File: src/rtl/alu_ctrl_pipe.sv
// ALU control decoder feeding a small result FIFO: each accepted request is decoded
// at push time, queued as {alu_ctrl, illegal}, and illegal decodes are tallied in err_cnt.
module alu_ctrl_pipe #(
    parameter int CTRL_W = 4,
    parameter int DEPTH  = 4,
    parameter int CNT_W  = 8
) (
    input  logic                       clk,
    input  logic                       rst,
    input  logic                       in_valid,
    output logic                       in_ready,
    input  logic [1:0]                 alu_op,
    input  logic [5:0]                 funct,
    output logic                       out_valid,
    input  logic                       out_ready,
    output logic [CTRL_W-1:0]          alu_ctrl,
    output logic                       illegal,
    output logic [$clog2(DEPTH):0]     level,
    output logic [CNT_W-1:0]           err_cnt,
    input  logic                       clr_err
);

    localparam int AW = $clog2(DEPTH);
    localparam int LW = AW + 1;

    typedef struct packed {
        logic [CTRL_W-1:0] ctrl;
        logic              illegal;
    } entry_t;

    function automatic entry_t decode(input logic [1:0] op, input logic [5:0] f);
        entry_t     e;
        logic [3:0] code;
        logic       bad;
        code = 4'b0000;
        bad  = 1'b0;
        unique case (op)
            2'b00: code = 4'b0010;
            2'b01: code = 4'b0110;
            2'b10: begin
                unique case (f)
                    6'b100000: code = 4'b0010;
                    6'b100010: code = 4'b0110;
                    6'b100100: code = 4'b0000;
                    6'b100101: code = 4'b0001;
                    6'b100110: code = 4'b0011;
                    6'b100111: code = 4'b1100;
                    6'b101010: code = 4'b0111;
                    6'b101011: code = 4'b1010;
                    6'b000000: code = 4'b1000;
                    6'b000010: code = 4'b1001;
                    default:   bad  = 1'b1;
                endcase
            end
            default: bad = 1'b1;
        endcase
        e.ctrl    = bad ? {CTRL_W{1'b1}} : CTRL_W'(code);
        e.illegal = bad;
        return e;
    endfunction

    entry_t          mem_q [DEPTH];
    logic [AW-1:0]   wr_ptr_q, wr_ptr_d;
    logic [AW-1:0]   rd_ptr_q, rd_ptr_d;
    logic [LW-1:0]   level_q, level_d;
    logic [CNT_W-1:0] err_cnt_q, err_cnt_d;

    entry_t push_entry;
    entry_t head;
    logic   push;
    logic   pop;

    // Readiness is gated by rst so it drops the instant reset asserts; a full FIFO
    // never accepts, even when the head is being popped in the same cycle.
    assign in_ready   = rst && (level_q != LW'(DEPTH));
    assign out_valid  = (level_q != '0);
    assign push       = in_valid && in_ready;
    assign pop        = out_valid && out_ready;
    assign push_entry = decode(alu_op, funct);
    assign head       = mem_q[rd_ptr_q];

    assign alu_ctrl = out_valid ? head.ctrl : '0;
    assign illegal  = out_valid ? head.illegal : 1'b0;
    assign level    = level_q;
    assign err_cnt  = err_cnt_q;

    always_comb begin
        wr_ptr_d = wr_ptr_q;
        rd_ptr_d = rd_ptr_q;
        level_d  = level_q;
        if (push) wr_ptr_d = wr_ptr_q + 1'b1;
        if (pop)  rd_ptr_d = rd_ptr_q + 1'b1;
        unique case ({push, pop})
            2'b10:   level_d = level_q + 1'b1;
            2'b01:   level_d = level_q - 1'b1;
            default: level_d = level_q;
        endcase
    end

    always_comb begin
        err_cnt_d = err_cnt_q;
        if (clr_err) begin
            err_cnt_d = '0;
        end else if (push && push_entry.illegal && (err_cnt_q != {CNT_W{1'b1}})) begin
            err_cnt_d = err_cnt_q + 1'b1;
        end
    end

    // NOTE: storage has no reset; its contents are never visible while level is 0,
    // so clearing the pointers and level is enough and keeps this a plain RAM.
    always_ff @(posedge clk) begin
        if (push) mem_q[wr_ptr_q] <= push_entry;
    end

    always_ff @(posedge clk or negedge rst) begin
        if (!rst) begin
            wr_ptr_q  <= '0;
            rd_ptr_q  <= '0;
            level_q   <= '0;
            err_cnt_q <= '0;
        end else begin
            wr_ptr_q  <= wr_ptr_d;
            rd_ptr_q  <= rd_ptr_d;
            level_q   <= level_d;
            err_cnt_q <= err_cnt_d;
        end
    end

endmodule

File: config.mk
export PLATFORM = sky130hd
export DESIGN_NAME = alu_ctrl_pipe
export DESIGN_NICKNAME = d
export VERILOG_FILES = /design/src/rtl/alu_ctrl_pipe.sv
export SDC_FILE = /design/constraint.sdc
export NUM_CORES = 1
export LEC_CHECK = 0
export ABC_AREA = 1
export CORE_MARGIN = 8
export CORE_UTILIZATION = 30
export CTS_CLUSTER_DIAMETER = 120
export DETAILED_ROUTE_END_ITERATION = 10
export PLACE_DENSITY = 0.47
export SYNTH_ARGS = -nofsm -noshare
export SYNTH_HDL_FRONTEND = slang
export SYNTH_SLANG_ARGS = --single-unit
export TNS_END_PERCENT = 30
File: constraint.sdc
create_clock -name clk -period 3.5 [get_ports clk]
set_input_delay 0.7 -clock clk [delete_from_list [all_inputs] [get_ports clk]]
set_output_delay 0.7 -clock clk [all_outputs]
set_load 0.05 [all_outputs]
==> results.sh <==
export IMPL_status="completed"
export IMPL_cts_sinks=35
export IMPL_antenna_found_initial=0
export IMPL_cp_arrival_ns=2.21
export IMPL_die_area_um2=9290
export IMPL_syn_avg_cell_area_um2=8.90
export IMPL_criticalPathCategory="flip-flop to output port"
export IMPL_grt_max_degree=17
export IMPL_place_area_um2=2350
export IMPL_drv_slew=0
export IMPL_synth_nets=238
export IMPL_row_count=29
export IMPL_fillers=666
export IMPL_cpPeakStageDelay_ns=0.82
export IMPL_cts_path_max_buffers=2
export IMPL_cts_tree="built"
export IMPL_cts_hold_buffers=0
export IMPL_finalSetupViolCount=0
export IMPL_crit_buf_inv=2
export IMPL_path_max_fanout=12
export IMPL_reg2reg_from="level[1]"
export IMPL_syn_inst=218
export IMPL_wl_per_cell_um=12.4
export IMPL_skew_ns=0.00195
export IMPL_worstPathRequired_ns=2.80
export IMPL_final_common_cell="nor2_1"
export IMPL_grt_pass1_vias=1526
export IMPL_ys_types=28
export IMPL_worst_setup_path_end_kind="output port"
export IMPL_antenna_left=0
export IMPL_clk_latency_ns=0.28
export IMPL_worst_r2r_setup_slack_ns=1.50
export IMPL_drive_gt1_share_pct=8.27
export IMPL_fin_nets=273
export IMPL_hold_class="flip-flop to flip-flop"
export IMPL_drc=0
export IMPL_num_antenna_cells=0
export IMPL_place_congestion=0.768
export IMPL_io_buffer_count=30
export IMPL_hold_start="level[0]"
export IMPL_slew_headroom_pct=63.5
export IMPL_ys_seq_area_share_pct=50.3
export IMPL_cts_reportedPaths_clkPinSlew_ns=0.06
export IMPL_dp_hpwl_um=3100
export IMPL_crit_family="buffers and inverters"
export IMPL_powerDensity_nw_per_um2=688
export IMPL_max_freq_mhz=344
export IMPL_cap_violations=0
export IMPL_drt_pass1_iterations=4
export IMPL_htree_levels=2
export IMPL_period_share_pct=83.0
export IMPL_final_area_um2=2430
export IMPL_irDropWorstVdd_uv=467
export IMPL_startpoint_type="flip-flop"
export IMPL_period_minus_slack_ns=2.91
export IMPL_hold_violations=0
export IMPL_tightestPinTransition_ns=0.546
export IMPL_die_h_um=96.4
export IMPL_dieWidth_um=96.4
export IMPL_wirelength_um=4110
export IMPL_power_leakage_nw=1.05
export IMPL_grt_pass1_wl_um=7180
export IMPL_finalPower_mw=1.67
export IMPL_postCtsResizedCells=0
export IMPL_io_pins=31
export IMPL_core_area_um2=6310
export IMPL_grt_usage_pct=9.96
export IMPL_fin_setup_tns_ns=0
export IMPL_slowest_stage="clkdlybuf4s50_1"
export IMPL_synth_warnings=0
export IMPL_viasPerCell=4.53
export IMPL_drt_initial_drc_count=157
export IMPL_area_growth_syn_to_layout_pct=25.1
export IMPL_grt_setup_unrepaired="no"
export IMPL_synth_seq_cells=35
export IMPL_cts_root_buf="clkbuf_8"
export IMPL_final_cell_mix="nor2_1 (46), clkdlybuf4s50_1 (29), nand2_1 (27), inv_1 (26), edfxtp_1 (20)"
export IMPL_grt_ovfl_total=0
export IMPL_via_count=1498
export IMPL_syn_area_um2=1940
export IMPL_crit_chain="inv_1, o21ai_0, a21oi_1, clkdlybuf4s50_1"
export IMPL_cts_setup_buffers=0
export IMPL_cts_buffers=5
export IMPL_initial_core_util_pct=30.7
export IMPL_final_core_util_pct=38.4
export IMPL_startpoint="rd_ptr_q[0]"
worst register-to-register path, delay by kind of cell (launching register included):
kind	cells	cell delay, ns
AOI/OAI and AO/OA	3	0.35
buffers and inverters	1	0.06
DFF	1	0.42
adders and majority gates	2	0.55
and+or+nand+nor	2	0.36
xor gates and xnor gates	1	0.13
area by class of cell:
type                            count  area, µm²  area share (%)
Sequential cell                    35        976            40.2
Tap cell                           77       96.3            3.97
Inverter                           28        105            4.33
Clock buffer                        8       80.1            3.30
Multi-Input combinational cell    151        843            34.8
Timing Repair Buffer               32        325            13.4
through the flow:
step	std cells	hold slack, ns	setup WS, ns
floorplan	218	0.404	1.06
global placement	323	0.542	0.935
detailed placement	323	0.535	0.905
CTS	331	0.544	0.589
global route	331	0.580	0.448
finish	331	0.543	0.594
power breakdown:
part           internal [mW]  leakage [nW]  total, mW  switching [mW]
Clock                  0.141        0.0395      0.273           0.132
Combinational          0.280         0.645      0.812           0.532
Sequential             0.510         0.370      0.584          0.0745
Yosys cell counts:
| cell type | number | area [µm²] |
|---|---|---|
| nand3b_1 | 1 | 7.51 |
| buf_1 | 1 | 3.75 |
| nand4_1 | 8 | 50.1 |
| nand3_1 | 18 | 90.1 |
| nand2_4 | 3 | 33.8 |
| o211ai_1 | 1 | 7.51 |
| xor2_1 | 3 | 26.3 |
| nor3_1 | 3 | 15.0 |
| a21o_1 | 1 | 7.51 |
| inv_1 | 26 | 97.6 |
| nor2_1 | 46 | 173 |
| xnor2_1 | 4 | 35.0 |
| a211oi_1 | 1 | 7.51 |
| nor2_2 | 2 | 12.5 |
| ha_1 | 6 | 75.1 |
| clkbuf_1 | 3 | 11.3 |
| nand2_8 | 1 | 20.0 |
| a21oi_4 | 1 | 16.3 |
| a21oi_1 | 8 | 40.0 |
| o21ai_0 | 12 | 60.1 |
| dfrtp_1 | 15 | 375 |
| inv_2 | 2 | 7.51 |
| edfxtp_1 | 20 | 601 |
| nor3_2 | 2 | 20.0 |
| nand2_2 | 1 | 6.26 |
| a21boi_4 | 1 | 18.8 |
| fa_1 | 1 | 20.0 |
| nand2_1 | 27 | 101 |
state kept, by name (all words and copies together), names as in the netlist:
name / cells
err_cnt: 8
level: 3
mem_q: 20
rd_ptr_q: 2
wr_ptr_q: 2
per-layer routing:
layer	up-vias	wire length, µm	GRT usage [%]
met4	0	81	4.79
met3	7	172	2.70
met5	-	0	0
met2	20	1920	15.8
li1	787	-	-
met1	684	1930	12.3
cell families after synthesis:
kind of cell,count (synthesis),share of synthesized area [%]
AND/OR/NAND/NOR,112,27.3
flip-flops,35,50.3
buffers and inverters,32,6.19
AO/OA/AOI/OAI,25,8.13
XOR/XNOR,7,3.16
adder cells (fa/ha/maj),7,4.90
final timing paths:
path	to	depth (start not counted)
min in group asynchronous	level[2]	2
hold reg to reg	level[0]	1
hold / removal	level[0]	1
setup / recovery	alu_ctrl[2]	4
max in group asynchronous	wr_ptr_q[1]	2
setup reg to reg	level[2]	9
(Power assumes the default switching activity.)
